<file path="config.mk">
export PLATFORM = sky130hd
export DESIGN_NAME = cdb_slot_scheduler_flat
export DESIGN_NICKNAME = d
export VERILOG_FILES = /design/src/rtl/cdb_slot_scheduler_if.sv /design/src/rtl/cdb_slot_scheduler.sv /design/src/flat_wrapper.sv
export SDC_FILE = /design/constraint.sdc
export NUM_CORES = 1
export LEC_CHECK = 0
export ABC_AREA = 1
export BUFFER_PORTS_ARGS = -buffer_cell sky130_fd_sc_hd__buf_2
export CAP_MARGIN = 30
export CORE_MARGIN = 2
export CORE_UTILIZATION = 23
export CTS_CLUSTER_DIAMETER = 100
export DETAILED_ROUTE_END_ITERATION = 16
export GPL_ROUTABILITY_DRIVEN = 0
export PLACE_DENSITY = 0.5
export SLEW_MARGIN = 25
export SYNTH_ARGS = -nofsm -noshare
export SYNTH_HDL_FRONTEND = slang
export SYNTH_SLANG_ARGS = --single-unit
</file>
<file path="constraint.sdc">
create_clock -name clk -period 1.1 [get_ports clk]
set_input_delay 0 -clock clk [delete_from_list [all_inputs] [get_ports clk]]
set_output_delay 0 -clock clk [all_outputs]
set_load 0.01 [all_outputs]
</file>
<file path="src/rtl/cdb_slot_scheduler_if.sv">
// cdb_slot_scheduler_if: handshake bundle between the issue queues and the
// CDB slot scheduler. The queue side is the master and the scheduler is the slave.
// Optional statistics ports exist only when CDB_STATS_EN is defined.
interface cdb_slot_scheduler_if;
  logic       alu_ready;
  logic       mul_ready;
  logic       div_ready;
  logic       div_busy;
  logic       ls_ready;
  logic       alu_done;
  logic       mul_done;
  logic       div_done;
  logic       ls_done;
  logic       cdb_valid;
  logic [1:0] cdb_sel;
`ifdef CDB_STATS_EN
  logic [31:0] cdb_busy_cnt;
  logic [31:0] stall_cnt;
`endif

  modport master (
    output alu_ready, mul_ready, div_ready, div_busy, ls_ready,
`ifdef CDB_STATS_EN
    input  cdb_busy_cnt, stall_cnt,
`endif
    input  alu_done, mul_done, div_done, ls_done, cdb_valid, cdb_sel
  );

  modport slave (
    input  alu_ready, mul_ready, div_ready, div_busy, ls_ready,
`ifdef CDB_STATS_EN
    output cdb_busy_cnt, stall_cnt,
`endif
    output alu_done, mul_done, div_done, ls_done, cdb_valid, cdb_sel
  );
endinterface

</file>
<file path="src/rtl/cdb_slot_scheduler.sv">
// cdb_slot_scheduler: books future common-data-bus slots so that ALU, MUL,
// DIV and LS results never collide. MUL/DIV reserve their slot at grant time;
// ALU/LS take slot 0 when it is free, alternating when both request.
// Optional feature: define CDB_STATS_EN to add CDB busy and ALU/LS stall counters.
module cdb_slot_scheduler #(
  parameter int MUL_LAT    = 4,
  parameter int DIV_LAT    = 8,
  parameter int SLOT_DEPTH = 16,
  parameter int STARVE_MAX = 3
) (
  input logic clk,
  input logic rst,
  cdb_slot_scheduler_if.slave bus
);

  typedef enum logic [1:0] {
    SRC_ALU = 2'd0,
    SRC_MUL = 2'd1,
    SRC_DIV = 2'd2,
    SRC_LS  = 2'd3
  } src_e;

  localparam int StarveW = $clog2(STARVE_MAX + 2);

  logic [SLOT_DEPTH-1:0] slotValid_q, slotValid_d;
  src_e                  slotSrc_q [SLOT_DEPTH];
  src_e                  slotSrc_d [SLOT_DEPTH];
  logic                  rrPtr_q, rrPtr_d;
  logic [StarveW-1:0]    starveCnt_q, starveCnt_d;

  logic hold;
  logic aluGrant, lsGrant, mulGrant, divGrant;
  logic cdbValid;
  src_e cdbSel;

  assign hold = (starveCnt_q >= StarveW'(STARVE_MAX));

  // Fixed-latency grants: each needs its landing slot free and no starvation hold.
  always_comb begin
    mulGrant = 1'b0;
    divGrant = 1'b0;
    if (!rst && !hold) begin
      mulGrant = bus.mul_ready & ~slotValid_q[MUL_LAT];
      divGrant = bus.div_ready & ~bus.div_busy & ~slotValid_q[DIV_LAT];
    end
  end

  // ALU/LS arbitration for slot 0; on a tie the pointer moves to the loser.
  always_comb begin
    aluGrant = 1'b0;
    lsGrant  = 1'b0;
    rrPtr_d  = rrPtr_q;
    if (!rst && !slotValid_q[0]) begin
      if (bus.alu_ready && bus.ls_ready) begin
        if (!rrPtr_q) begin
          aluGrant = 1'b1;
          rrPtr_d  = 1'b1;
        end else begin
          lsGrant  = 1'b1;
          rrPtr_d  = 1'b0;
        end
      end else if (bus.alu_ready) begin
        aluGrant = 1'b1;
      end else if (bus.ls_ready) begin
        lsGrant = 1'b1;
      end
    end
  end

  // CDB source: a booked slot 0 wins, otherwise the zero-latency winner.
  always_comb begin
    cdbValid = 1'b0;
    cdbSel   = SRC_ALU;
    if (!rst) begin
      if (slotValid_q[0]) begin
        cdbValid = 1'b1;
        cdbSel   = slotSrc_q[0];
      end else if (aluGrant) begin
        cdbValid = 1'b1;
        cdbSel   = SRC_ALU;
      end else if (lsGrant) begin
        cdbValid = 1'b1;
        cdbSel   = SRC_LS;
      end
    end
  end

  // Slot table advances one cycle; new bookings land at LAT-1 after the shift.
  always_comb begin
    for (int k = 0; k < SLOT_DEPTH - 1; k++) begin
      slotValid_d[k] = slotValid_q[k+1];
      slotSrc_d[k]   = slotSrc_q[k+1];
    end
    slotValid_d[SLOT_DEPTH-1] = 1'b0;
    slotSrc_d[SLOT_DEPTH-1]   = SRC_ALU;
    if (mulGrant) begin
      slotValid_d[MUL_LAT-1] = 1'b1;
      slotSrc_d[MUL_LAT-1]   = SRC_MUL;
    end
    if (divGrant) begin
      slotValid_d[DIV_LAT-1] = 1'b1;
      slotSrc_d[DIV_LAT-1]   = SRC_DIV;
    end
  end

  // Starvation counter: counts ALU/LS cycles lost to booked slots, saturating.
  always_comb begin
    starveCnt_d = starveCnt_q;
    if (aluGrant || lsGrant || !(bus.alu_ready || bus.ls_ready)) begin
      starveCnt_d = '0;
    end else if (slotValid_q[0] && (starveCnt_q != '1)) begin
      starveCnt_d = starveCnt_q + 1'b1;
    end
  end

  // State registers; reset drops every booked slot.
  always_ff @(posedge clk) begin
    if (rst) begin
      slotValid_q <= '0;
      for (int k = 0; k < SLOT_DEPTH; k++) slotSrc_q[k] <= SRC_ALU;
      rrPtr_q     <= 1'b0;
      starveCnt_q <= '0;
    end else begin
      slotValid_q <= slotValid_d;
      for (int k = 0; k < SLOT_DEPTH; k++) slotSrc_q[k] <= slotSrc_d[k];
      rrPtr_q     <= rrPtr_d;
      starveCnt_q <= starveCnt_d;
    end
  end

  assign bus.alu_done  = aluGrant;
  assign bus.ls_done   = lsGrant;
  assign bus.mul_done  = mulGrant;
  assign bus.div_done  = divGrant;
  assign bus.cdb_valid = cdbValid;
  assign bus.cdb_sel   = cdbSel;

`ifdef CDB_STATS_EN
  logic [31:0] busyCnt_q, stallCnt_q;

  // Saturating statistics: CDB occupancy and ALU/LS cycles left ungranted.
  always_ff @(posedge clk) begin
    if (rst) begin
      busyCnt_q  <= '0;
      stallCnt_q <= '0;
    end else begin
      if (cdbValid && (busyCnt_q != '1)) busyCnt_q <= busyCnt_q + 1'b1;
      if ((bus.alu_ready || bus.ls_ready) && !aluGrant && !lsGrant && (stallCnt_q != '1))
        stallCnt_q <= stallCnt_q + 1'b1;
    end
  end

  assign bus.cdb_busy_cnt = busyCnt_q;
  assign bus.stall_cnt    = stallCnt_q;
`endif

endmodule
</file>
<file path="src/flat_wrapper.sv">
// flat-port wrapper written by rule: the top's interface ports become plain ports
module cdb_slot_scheduler_flat 
#(
  parameter int MUL_LAT    = 4,
  parameter int DIV_LAT    = 8,
  parameter int SLOT_DEPTH = 16,
  parameter int STARVE_MAX = 3
)
  (clk, rst, bus_alu_ready, bus_mul_ready, bus_div_ready, bus_div_busy, bus_ls_ready, bus_alu_done, bus_mul_done, bus_div_done, bus_ls_done, bus_cdb_valid, bus_cdb_sel);
  cdb_slot_scheduler_if bus_i ();
  input logic clk;
  input logic rst;
  input wire logic [$bits(bus_i.alu_ready)-1:0] bus_alu_ready;
  input wire logic [$bits(bus_i.mul_ready)-1:0] bus_mul_ready;
  input wire logic [$bits(bus_i.div_ready)-1:0] bus_div_ready;
  input wire logic [$bits(bus_i.div_busy)-1:0] bus_div_busy;
  input wire logic [$bits(bus_i.ls_ready)-1:0] bus_ls_ready;
  output wire logic [$bits(bus_i.alu_done)-1:0] bus_alu_done;
  output wire logic [$bits(bus_i.mul_done)-1:0] bus_mul_done;
  output wire logic [$bits(bus_i.div_done)-1:0] bus_div_done;
  output wire logic [$bits(bus_i.ls_done)-1:0] bus_ls_done;
  output wire logic [$bits(bus_i.cdb_valid)-1:0] bus_cdb_valid;
  output wire logic [$bits(bus_i.cdb_sel)-1:0] bus_cdb_sel;
  assign bus_i.alu_ready = bus_alu_ready;
  assign bus_i.mul_ready = bus_mul_ready;
  assign bus_i.div_ready = bus_div_ready;
  assign bus_i.div_busy = bus_div_busy;
  assign bus_i.ls_ready = bus_ls_ready;
  assign bus_alu_done = bus_i.alu_done;
  assign bus_mul_done = bus_i.mul_done;
  assign bus_div_done = bus_i.div_done;
  assign bus_ls_done = bus_i.ls_done;
  assign bus_cdb_valid = bus_i.cdb_valid;
  assign bus_cdb_sel = bus_i.cdb_sel;
  cdb_slot_scheduler #(.MUL_LAT(MUL_LAT), .DIV_LAT(DIV_LAT), .SLOT_DEPTH(SLOT_DEPTH), .STARVE_MAX(STARVE_MAX)) u_core (.clk(clk), .rst(rst), .bus(bus_i));
endmodule
</file>
### Word level (Yosys, flattened, before mapping)

Memories as Yosys holds them, arrays and structs flattened.
Cells that the tools add are included.

* bits in writable memories: 32
* logic and storage cells: 85
* memories: 1
* flip-flop bits (word level): 20
* bits of input ports: 7

Memories
* u_core.slotSrc_q: words 16, width 2, rd ports 16, clocked after Yosys merged registers in 0, write ports 16, line cdb_slot_scheduler.sv:26 `src_e slotSrc_q [SLOT_DEPTH];`

* bitwise operators: 22
* multiplexer cells: 42
* reduce and logical (&&, ||, !) cells: 13
* equal/unequal tests: 1
* magnitude comparators: 1
* add/sub/neg operators: 1

Operator list (count)
* $mux 2: 22
* $mux 1: 20
* $or 1x1->1: 16
* $logic_and 1x1->1: 4
* $logic_not 1->1: 4
* $add 3x1->3 const B: 1
* $and 1x1->1: 3
* $ge 3x2->1 const B: 1
* $logic_or 1x1->1: 3
* $ne 3x3->1 const B: 1
* $not 1->1: 3
* $reduce_and 2->1: 1
* $reduce_or 2->1: 1

### Longest topological paths before layout

* depth in word-level cells: 8
* gate-level depth with buffers: 6
* depth with buffers taken out: 6

### Worst setup path after synthesis

OpenSTA, ideal clock, no wires.

* path type: flip-flop to output port
* start: reg u_core.starveCnt_q[0]
* end: out bus_mul_done
* stages on the path, launching flop included: 6
* buffers on the path: 0
* arrival time: 1122 ps
* data required time: 1100 ps
* path slack: -22 ps
* cells stage by stage: dfxtp_1 -> ha_1 -> ha_1 -> nor2_1 -> nand4_1 -> nor2_1

* cells in the longest elaborated chain, start to end: 4

Ends and longest elaborated chain
* start: declaration: line cdb_slot_scheduler.sv:29 `logic [StarveW-1:0] starveCnt_q, starveCnt_d;`
* start signal: assignment: line cdb_slot_scheduler.sv:127 `starveCnt_q <= starveCnt_d;`
* $ge 3x2->1: line cdb_slot_scheduler.sv:36 `assign hold = (starveCnt_q >= StarveW'(STARVE_MAX));`
* $logic_not 1->1: line cdb_slot_scheduler.sv:42 `if (!rst && !hold) begin`
* $logic_and 1x1->1: line cdb_slot_scheduler.sv:42
* $mux 1: line cdb_slot_scheduler.sv:42
* end: declaration: line flat_wrapper.sv:19 `output wire logic [$bits(bus_i.mul_done)-1:0] bus_mul_done;`

No other way between the ends.

### Worst setup path in the final report

* start: reg u_core.starveCnt_q[1]
* end: out bus_mul_done

Same word-level chain as after synthesis.

==> flow_summary.yaml <==
outcome:
  status: "finished with violations"
  violations: "negative setup slack"
drt:
  via_per_inst: 3.85
  drc: 0
  drt_iter0_markers: 20
  wl_per_cell_um: 8.48
  routed_wl_um: 1440
  ant_nets: 0
  dr.pass1.iters: 2
  via_count: 654
timing:
  finalClockSkew_ns: 0.00831
  hold_ws_ns: 0.0538
  max_freq_mhz: 688
  slew_violations: 0
  hold_violations: 0
  maxSlewHeadroom_pct: 76.1
  rsz0062_at_grt: "yes"
  post-route-period-util_pct: 132
  fin_ws_ns: -0.354
  tightestPinTransition_ns: 0.359
  fin_crit_ns: 1.45
  finalSetupViolCount: 7
logic_synthesis:
  ys_seq_area_share_pct: 51.4
  ys_warn_count: 0
  synth_top_area_cell: "dfxtp_1"
  synth_fa_ha_area_share_pct: 4.82
  synth_top_family_by_area: "simple AND/OR/NAND/NOR gates"
  netlist_instances: 100
  synth_nets: 110
  synth.area.top_cells: "dfxtp_1 (51%), inv_1 (11%), nor2_1 (9.1%), nand2_1 (8.2%), ha_1 (4.8%)"
  synth_top_cell_area_share_pct: 51.4
  synth_compound_area_share_pct: 4.82
  synth-seq-cells: 20
  yosys.area_share.simple_pct: 25.4
  ys_types: 16
  muxShareOfSynthArea_pct: 0
  syn-cell-area_um2: 779
  synth.avg_cell_area_um2: 7.79
  synth-xor-area-share_pct: 0
die:
  start_util_pct: 23.7
  die-width_um: 62.2
  ios: 14
  die_h_um: 62.2
  core_um2: 3280
  dieArea_um2: 3870
  fp-row-count: 21
critical_path:
  cp_common_cell: "ha_4"
  r2r_start: "u_core.starveCnt_q[1]"
  startpoint: "u_core.starveCnt_q[1]"
  critical-path-top-delay-family: "flip-flops"
  critical_path.max_stage_delay_ns: 0.36
  crit_fanout: 3
  cpMaxStageDelayCell: "dfxtp_2"
  worst_ep_required_time_ns: 1.10
  crit_chain: "ha_4, ha_4, nor2_4, nand4_1, nor2_2, buf_2"
  crit_buf_inv: 1
  worstSetupPathType: "register to output port"
  cp-start-kind: "register"
  end_kind: "output port"
  crit_arrival_ns: 1.45
grt:
  grt_use_total_pct: 8.08
  grt_use_met3_pct: 2.72
  grt_pass1_wl_um: 2490
  antenna_found_initial: 0
  grt_use_met1_pct: 9.44
  overflow: 0
  met2_usage_pct: 13.6
  globalRoute.busiestLayer: "met2"
  grt_pass1_vias: 602
  grt_max_degree: 17
finish:
  layout_commonest_cell: "inv_1"
  fill_cells: 370
  antenna_cells: 0
  multi_input_area_um2: 338
  drive_above_1_share_pct: 38.7
  area_growth_pct: 38.0
  seq_area_um2: 408
  final_core_util_pct: 32.8
  fin_cells: 170
  layout_common_cells: "inv_1 (20), nor2_1 (16), dfxtp_1 (16)"
  final_net_count: 135
hold_path:
  holdCritStartpoint: "bus_alu_ready"
  hold_path_class: "input port to register"
place:
  portBuffers: 13
  hpwlAfterDp_um: 1000
  dp.cells: 160
  dp_slack_ns: -0.145
pwr:
  ir_worst_vdd_uv: 830
  power_density_nw_per_um2: 1180
  leakage_nw: 0.482
clock_network:
  cts_made_buffers: 3
  cts_root_buffer: "clkbuf_4"
  cts_tree: "done"
  clock_path_buffers: 2
  htree_levels: 1
  clk_latency_ns: 0.29
  clkSlewWorstSetupHoldPaths_ns: 0.11
  cts_sinks: 20
flow_run:
  cap_violations: 0
-- cell usage after synthesis (all sizes together) --
cell type and count:
ha 3, nand4 3, inv 24, nor2 21, dfxtp 20, a21oi 4, nand2 18, a31oi 1
nand3 4, buf 2
-- area by class of cell --
type                    instances  share of cell area [%]
repair buffers                 22                    13.4
well taps                      46                    5.35
multi-input cells              54                    31.4
inverters                      24                    8.60
clock buffers                   4                    3.37
flip-flops and latches         20                    37.9
-- where the power goes --
part           switching [W]  internal, W  leakage [nW]  total [W]
Combinational      0.0000638    0.0000471         0.296   0.000111
Clock               0.000208     0.000202        0.0210   0.000410
Sequential        0.00000692     0.000739         0.165   0.000746
Total               0.000279     0.000988         0.482    0.00127
-- metal layers --
layer / vias up / part of all wire [%]
li1: 344 / -
met1: 295 / 42
met2: 13 / 52
met3: 2 / 5.0
met4: 0 / 1.3
met5: - / 0
-- cells by family (layout without fill, tap and decap cells) --
group | count (synthesis) | in the layout
AOI/OAI and AO/OA | 5 | 5
adders and majority gates | 3 | 3
buffers and inverters | 26 | 50
DFF | 20 | 20
and+or+nand+nor | 46 | 46
-- per-stage QoR --
step           instance area, um2  setup TNS, ns  power [W]
5_1_grt                      1080          -1.73    0.00135
2_1_floorplan                 790              0   0.000822
6_report                     1080         -0.990    0.00127
4_1_cts                      1060         -0.983    0.00129
3_5_place_dp                  918         -0.512   0.000857
3_3_place_gp                  918         -0.199   0.000854
-- worst paths after layout --
check	to	slack [ns]	cells past startpoint
worst min register to register	u_core.slotValid_q[1]	0.40	2
worst max register to register	u_core.starveCnt_q[0]	-0.13	7
worst min-delay path	u_core.rrPtr_q	0.05	4
worst max-delay path	bus_mul_done	-0.35	6
-- worst min-delay path, stage by stage --
cell and delay, ns:
buf_2 0.13, nand4_1 0.10, nand2_1 0.06, nor2_1 0.03
-- state kept, by name (all words and copies together) (netlist names) --
name and count:
u_core.rrPtr_q 1, u_core.slotValid_q 7, u_core.starveCnt_q 3, u_core.slotSrc_q 9
-- timing repair --
item	4_1_cts	5_1_grt
hold buffers	2	0
endpoints found under the setup margin	13	12
pin swaps	10	9
cloned	0	0
endpoints found under the hold margin	1	0
setup buffers	4	0
resized for setup	14	5
(Power assumes the default switching activity.)
